===== src/rtl/ofmap_accum_controller_pkg.sv =====
// Shared types and widths for the OFMap accumulation controller.
package ofmap_accum_controller_pkg;

  localparam int LANE_W = 32;
  localparam int LANES  = 16;
  localparam int WORD_W = LANE_W * LANES;

  // Loop levels from innermost to outermost; also indexes the carry chain.
  typedef enum logic [2:0] {
    LOOP_OW,
    LOOP_OH,
    LOOP_OCT,
    LOOP_ICT,
    LOOP_WW,
    LOOP_WH
  } loop_level_e;

  typedef enum logic [1:0] {
    IDLE,
    RUN,
    DRAIN,
    DONE
  } state_e;

  function automatic int cnt_width(input int max_val);
    return (max_val > 0) ? $clog2(max_val + 1) : 1;
  endfunction

endpackage


===== src/rtl/ofmap_loop_counter.sv =====
// One loop level: counts 0..MAX, advancing on carry_in and wrapping to 0
// with carry_out into the next level.
module ofmap_loop_counter
  import ofmap_accum_controller_pkg::*;
#(
  parameter int MAX = 1
) (
  input  logic clk,
  input  logic rst,
  input  logic clr,
  input  logic carry_in,
  output logic carry_out
);

  localparam int W = cnt_width(MAX);

  logic [W-1:0] cnt;
  logic         at_max;

  assign at_max    = (cnt == W'(MAX));
  assign carry_out = carry_in & at_max;

  // Count register; a start clears it, an accepted step advances or wraps it.
  always_ff @(posedge clk or posedge rst) begin
    if (rst)           cnt <= '0;
    else if (clr)      cnt <= '0;
    else if (carry_in) cnt <= at_max ? '0 : cnt + W'(1);
  end

endmodule


===== src/rtl/ofmap_accum_controller.sv =====
// Partial-sum write-back sequencer: first pass writes psums straight into the
// OFMap buffer, later passes do a two-stage read-modify-write.
//
//   state | meaning
//   IDLE  | waiting for start_in
//   RUN   | accepting beats, one per cycle
//   DRAIN | last beat accepted, read/write pipeline emptying
//   DONE  | one-cycle done_out pulse
module ofmap_accum_controller
  import ofmap_accum_controller_pkg::*;
#(
  parameter int MAC_ROW           = 16,
  parameter int MAC_COL           = LANES,
  parameter int OFMAP_BITWIDTH    = LANE_W,
  parameter int OFMAP_ADDR_BIT    = 10,
  parameter int OFMAP_CHANNEL_NUM = 64,
  parameter int IFMAP_CHANNEL_NUM = 32,
  parameter int WEIGHT_WIDTH      = 3,
  parameter int WEIGHT_HEIGHT     = 3,
  parameter int OFMAP_WIDTH       = 14,
  parameter int OFMAP_HEIGHT      = 14
) (
  input  logic                                clk,
  input  logic                                rst,
  input  logic                                start_in,
  input  logic                                psum_valid_in,
  input  logic [MAC_COL*OFMAP_BITWIDTH-1:0]   psum_data_in,
  output logic                                psum_ready_out,
  output logic [OFMAP_ADDR_BIT-1:0]           ofmap_raddr_out,
  output logic                                ofmap_read_en_out,
  input  logic [MAC_COL*OFMAP_BITWIDTH-1:0]   ofmap_rdata_in,
  output logic [OFMAP_ADDR_BIT-1:0]           ofmap_waddr_out,
  output logic [MAC_COL*OFMAP_BITWIDTH-1:0]   ofmap_wdata_out,
  output logic                                ofmap_write_en_out,
  output logic                                busy_out,
  output logic                                done_out
);

  localparam int OCT = OFMAP_CHANNEL_NUM / MAC_COL;
  localparam int ICT = IFMAP_CHANNEL_NUM / MAC_ROW;
  localparam int WW  = MAC_COL * OFMAP_BITWIDTH;

  state_e                    state;
  logic [5:0]                carry;
  logic                      accept;
  logic                      start_go;
  logic                      first_pass;
  logic [OFMAP_ADDR_BIT-1:0] addr;
  logic                      drain_cnt;
  logic                      s1_valid;
  logic                      s1_first;
  logic [WW-1:0]             s1_psum;
  logic                      s2_first;
  logic [WW-1:0]             s2_psum;
  logic [WW-1:0]             lane_sum;

  assign accept   = psum_valid_in & psum_ready_out;
  assign start_go = (state == IDLE) & start_in;

  ofmap_loop_counter #(.MAX(OFMAP_WIDTH - 1)) u_cnt_ow (
    .clk(clk), .rst(rst), .clr(start_go), .carry_in(accept), .carry_out(carry[LOOP_OW]));
  ofmap_loop_counter #(.MAX(OFMAP_HEIGHT - 1)) u_cnt_oh (
    .clk(clk), .rst(rst), .clr(start_go), .carry_in(carry[LOOP_OW]), .carry_out(carry[LOOP_OH]));
  ofmap_loop_counter #(.MAX(OCT - 1)) u_cnt_oct (
    .clk(clk), .rst(rst), .clr(start_go), .carry_in(carry[LOOP_OH]), .carry_out(carry[LOOP_OCT]));
  ofmap_loop_counter #(.MAX(ICT - 1)) u_cnt_ict (
    .clk(clk), .rst(rst), .clr(start_go), .carry_in(carry[LOOP_OCT]), .carry_out(carry[LOOP_ICT]));
  ofmap_loop_counter #(.MAX(WEIGHT_WIDTH - 1)) u_cnt_ww (
    .clk(clk), .rst(rst), .clr(start_go), .carry_in(carry[LOOP_ICT]), .carry_out(carry[LOOP_WW]));
  ofmap_loop_counter #(.MAX(WEIGHT_HEIGHT - 1)) u_cnt_wh (
    .clk(clk), .rst(rst), .clr(start_go), .carry_in(carry[LOOP_WW]), .carry_out(carry[LOOP_WH]));

  // Sequencer: state, handshake/status outputs, running address and pass flag.
  // Address is linear over (oct, pixel), so it simply wraps with the oct carry;
  // the first pass ends exactly when that carry first fires.
  always_ff @(posedge clk or posedge rst) begin
    if (rst) begin
      state          <= IDLE;
      psum_ready_out <= 1'b0;
      busy_out       <= 1'b0;
      done_out       <= 1'b0;
      addr           <= '0;
      first_pass     <= 1'b0;
      drain_cnt      <= 1'b0;
    end else begin
      case (state)
        IDLE: begin
          if (start_in) begin
            state          <= RUN;
            psum_ready_out <= 1'b1;
            busy_out       <= 1'b1;
            addr           <= '0;
            first_pass     <= 1'b1;
          end
        end
        RUN: begin
          if (accept) begin
            addr <= carry[LOOP_OCT] ? '0 : addr + OFMAP_ADDR_BIT'(1);
            if (carry[LOOP_OCT]) first_pass <= 1'b0;
            if (carry[LOOP_WH]) begin
              state          <= DRAIN;
              psum_ready_out <= 1'b0;
              drain_cnt      <= 1'b1;
            end
          end
        end
        DRAIN: begin
          if (drain_cnt == 1'b0) begin
            state    <= DONE;
            busy_out <= 1'b0;
            done_out <= 1'b1;
          end else begin
            drain_cnt <= 1'b0;
          end
        end
        DONE: begin
          state    <= IDLE;
          done_out <= 1'b0;
        end
        default: state <= IDLE;
      endcase
    end
  end

  // Two-stage RMW pipeline: stage 1 issues the read, stage 2 writes the sum
  // once the buffer's read data has arrived.
  always_ff @(posedge clk or posedge rst) begin
    if (rst) begin
      ofmap_read_en_out  <= 1'b0;
      ofmap_raddr_out    <= '0;
      s1_valid           <= 1'b0;
      s1_first           <= 1'b0;
      s1_psum            <= '0;
      ofmap_write_en_out <= 1'b0;
      ofmap_waddr_out    <= '0;
      s2_first           <= 1'b0;
      s2_psum            <= '0;
    end else begin
      ofmap_read_en_out  <= accept & ~first_pass;
      s1_valid           <= accept;
      if (accept) begin
        ofmap_raddr_out <= addr;
        s1_first        <= first_pass;
        s1_psum         <= psum_data_in;
      end
      ofmap_write_en_out <= s1_valid;
      if (s1_valid) begin
        ofmap_waddr_out <= ofmap_raddr_out;
        s2_first        <= s1_first;
        s2_psum         <= s1_psum;
      end
    end
  end

  // Independent per-lane adders; each wraps within its own lane.
  for (genvar i = 0; i < MAC_COL; i++) begin : g_lane
    assign lane_sum[i*OFMAP_BITWIDTH +: OFMAP_BITWIDTH] =
      ofmap_rdata_in[i*OFMAP_BITWIDTH +: OFMAP_BITWIDTH] + s2_psum[i*OFMAP_BITWIDTH +: OFMAP_BITWIDTH];
  end

  // Write data is only driven while the write strobe is up so idle/reset shows 0.
  always_comb begin
    ofmap_wdata_out = '0;
    if (ofmap_write_en_out) ofmap_wdata_out = s2_first ? s2_psum : lane_sum;
  end

endmodule


===== config.mk =====
export PLATFORM = sky130hd
export DESIGN_NAME = ofmap_accum_controller
export DESIGN_NICKNAME = d
export VERILOG_FILES = /design/src/rtl/ofmap_accum_controller_pkg.sv /design/src/rtl/ofmap_loop_counter.sv /design/src/rtl/ofmap_accum_controller.sv
export SDC_FILE = /design/constraint.sdc
export NUM_CORES = 2
export LEC_CHECK = 0
export ABC_AREA = 1
export CAP_MARGIN = 5
export CORE_AREA = 2 2 602 604
export DETAILED_ROUTE_END_ITERATION = 12
export DIE_AREA = 0 0 604 606
export HOLD_SLACK_MARGIN = 0.12
export RECOVER_POWER = 100
export SYNTH_ARGS = -nofsm -noshare
export SYNTH_HDL_FRONTEND = slang
export SYNTH_SLANG_ARGS = --single-unit

===== constraint.sdc =====
create_clock -name clk -period 45.3 [get_ports clk]
set_input_delay 6.795 -clock clk [delete_from_list [all_inputs] [get_ports clk]]
set_output_delay 6.795 -clock clk [all_outputs]
set_load 0.02 [all_outputs]

==> results.sh <==
export IMPL_status="finished, violations left"
export IMPL_failed_checks="max-capacitance violations, max-slew violations"
export IMPL_grt_pass1_wl_mm=632
export IMPL_overflow=0
export IMPL_period_needed_ns=23.72
export IMPL_clock_latency_ns=0.88
export IMPL_syn_nets=15700
export IMPL_htreeDepth=4
export IMPL_grt_setup_unrepaired="false"
export IMPL_clockBufferDepth=4
export IMPL_ys_seq_area_frac=0.314
export IMPL_fin_crit_sh=0.524
export IMPL_utilization=0.311
export IMPL_worstPathMaxFanout=83
export IMPL_worst_r2r_cell_count=6
export IMPL_post_dp_cell_area_sq_mm=0.107
export IMPL_yosys_warnings=0
export IMPL_ant_nets=0
export IMPL_initial_utilization=0.239
export IMPL_crit_start="rst"
export IMPL_drc=0
export IMPL_drt_pre_antenna_iters=6
export IMPL_ctsResizeCount=0
export IMPL_floorplan_die_height_um=606
export IMPL_max_cap_violations=46
export IMPL_power_density_mw_per_mm2=64.8
export IMPL_synthArstFlopShare=1.00
export IMPL_num_rows=221
export IMPL_syn_to_final_growth_pct=30.0
export IMPL_drv_slew=2875
export IMPL_gp_congestion=0.978
export IMPL_via_per_inst=4.52
export IMPL_hpwl_mm=367
export IMPL_die_area_sq_mm=0.366
export IMPL_worstPathRequired_ns=45.70
export IMPL_drt_total_wl_mm=449
export IMPL_grt_max_degree=162
export IMPL_port_buffers=1564
export IMPL_grt_pass1_vias=90000
export IMPL_post_drt_wl_per_cell_um=21.8
export IMPL_synth_seq_cells=1081
export IMPL_final_cells=20600
export IMPL_arrival_ns=24.12
export IMPL_vdd_drop_max_uv=50.2
export IMPL_fmax_ghz=0.0422
export IMPL_maxSlewHeadroom=-4.33
export IMPL_reg2reg_from="psum_ready_out"
export IMPL_root_buffer="clkbuf_16"
export IMPL_ios=1565
export IMPL_clkSinkCount=1081
export IMPL_ys_types=41
export IMPL_crit_end="s2_psum[153]"
export IMPL_tns_ns=0
export IMPL_synth_area_sq_mm=0.0862
export IMPL_r2r_setup_slack_ns=30.13
export IMPL_hp_class="flip-flop to flip-flop"
export IMPL_fp_dieW_um=604
export IMPL_cts_buffers=153
export IMPL_core_sq_mm=0.360
export IMPL_clock_skew_ns=0.0753
export IMPL_initialDrtViolationCount=7550
export IMPL_vias=93100
export IMPL_start_kind="input pin"
export IMPL_syn_avg_cell_area_sq_um=6.08
export IMPL_synthCells=14200
export IMPL_mostFrequentLayoutCells="nand2_1, inv_1, dfrtp_1"
export IMPL_grt_use_total=0.236
export IMPL_finalSetupViolCount=0
export IMPL_power_leakage_nw=64.4
export IMPL_worst_pin_slew_ns=7.99
export IMPL_fin_nets=17100
export IMPL_synth_edff_count=0
export IMPL_design_area_sq_mm=0.112
export IMPL_drive_gt1_frac=0.0213
export IMPL_synthFlopType="dfrtp_1"
export IMPL_crit_path_end_kind="async pin"
export IMPL_antenna_found_initial=199
export IMPL_cts_clk_slew_worst_paths_ns=0.06
export IMPL_post_cts_buffers=0
export IMPL_reg2reg_to="s1_psum[273]"
export IMPL_cts_tree="built"
export IMPL_layout_commonest_cell="nand2_1"
export IMPL_final_hold_viol_count=0
export IMPL_placed_cells=20200
export IMPL_hold_buffers=0
export IMPL_critPathKind="input pin to async pin"
[critical path, stage by stage]
cell and delay (ns):
dlygate4sd3_1 0.54, clkinvlp_2 2.27, clkbuf_1 2.58, clkbuf_1 2.67
clkbuf_1 2.15, clkbuf_1 2.46, clkbuf_1 2.52, clkbuf_1 1.86
[cells in the mapped netlist, types with 4 or more instances]
library cell,instances,area share
nand2_1,5893,0.26
inv_1,2763,0.12
dfrtp_1,1081,0.31
o21ai_0,815,0.047
a21oi_1,814,0.047
nor2_1,716,0.031
nand3_1,635,0.037
ha_1,506,0.073
xor2_1,238,0.024
clkbuf_1,227,0.0099
buf_2,141,0.0082
nor3_1,67,0.0039
mux2_2,48,0.0063
nand4_1,36,0.0026
buf_1,29,0.0013
o21bai_1,29,0.0025
nand3b_1,22,0.0019
and2_1,20,0.0015
xnor2_1,19,0.0019
a21o_1,17,0.0015
fa_1,16,0.0037
and3_1,11,0.00080
nor4_1,4,0.00029
[worst min path at each step]
| stage | slack (ns) | from | endpoint | cells past startpoint |
|---|---|---|---|---|
| after floorplan | 0.35 | s1_valid | ofmap_write_en_out | 0 |
| after global placement | 0.46 | s1_psum[124] | s1_psum[124] | 2 |
| after detailed placement | 0.46 | s1_psum[252] | s1_psum[252] | 2 |
| after CTS | 0.47 | first_pass | ofmap_read_en_out | 1 |
| after global routing | 0.48 | s1_psum[133] | s1_psum[133] | 2 |
| final | 0.47 | s1_psum[308] | s2_psum[308] | 2 |
[layer usage]
layer | track usage | vias up | part of all wire
li1 | - | 45800 | -
met1 | 0.285 | 43400 | 0.41
met2 | 0.392 | 2990 | 0.46
met3 | 0.0466 | 807 | 0.065
met4 | 0.134 | 102 | 0.064
met5 | 0 | - | 0.0015
[cell type report]
| class | count | area (sq um) |
|---|---|---|
| multi-input cells | 9926 | 47000 |
| clock inverters | 70 | 977 |
| diodes | 112 | 280 |
| flip-flops and latches | 1081 | 27100 |
| clock buffers | 202 | 4280 |
| repair buffers | 1629 | 16000 |
| inverters | 2768 | 10400 |
| well taps | 4794 | 6000 |
| fillers | 40300 | 248000 |
[logic make-up (layout without fill, tap and decap cells)]
| logic type | count (synthesis) | in the layout | synth area share |
|---|---|---|---|
| mux | 48 | 48 | 0.00627 |
| other cells | 0 | 112 | 0 |
| xor+xnor | 257 | 257 | 0.0261 |
| flops | 1081 | 1081 | 0.314 |
| buf+inv | 3165 | 4669 | 0.140 |
| fa+ha+maj | 522 | 522 | 0.0772 |
| compound gates | 1683 | 1683 | 0.0994 |
| simple gates | 7416 | 7416 | 0.337 |
[sequential cells by signal, summed over array words and instances, names as in the netlist, 2 cells and up]
name             count
s1_psum            512
addr                10
u_cnt_ow.cnt         4
s2_psum            512
ofmap_raddr_out     10
u_cnt_wh.cnt         2
u_cnt_oct.cnt        2
state                2
u_cnt_oh.cnt         4
ofmap_waddr_out     10
u_cnt_ww.cnt         2
[through the flow]
| stage | hold slack [ns] | setup WS, ns | power (mW) |
|---|---|---|---|
| global route | 0.485 | 18.28 | 7.85 |
| finish | 0.473 | 21.58 | 7.26 |
| floorplan | 0.349 | 8.07 | 4.30 |
| global placement | 0.460 | 27.59 | 5.95 |
| CTS | 0.467 | 27.56 | 7.33 |
| detailed placement | 0.463 | 27.56 | 5.97 |
[where the power goes]
| part | internal (mW) | switching [mW] |
|---|---|---|
| Clock | 0.768 | 0.546 |
| Combinational | 1.38 | 2.85 |
| Sequential | 1.39 | 0.327 |
| Total | 3.54 | 3.72 |
Power figures use the tool's default switching activity.
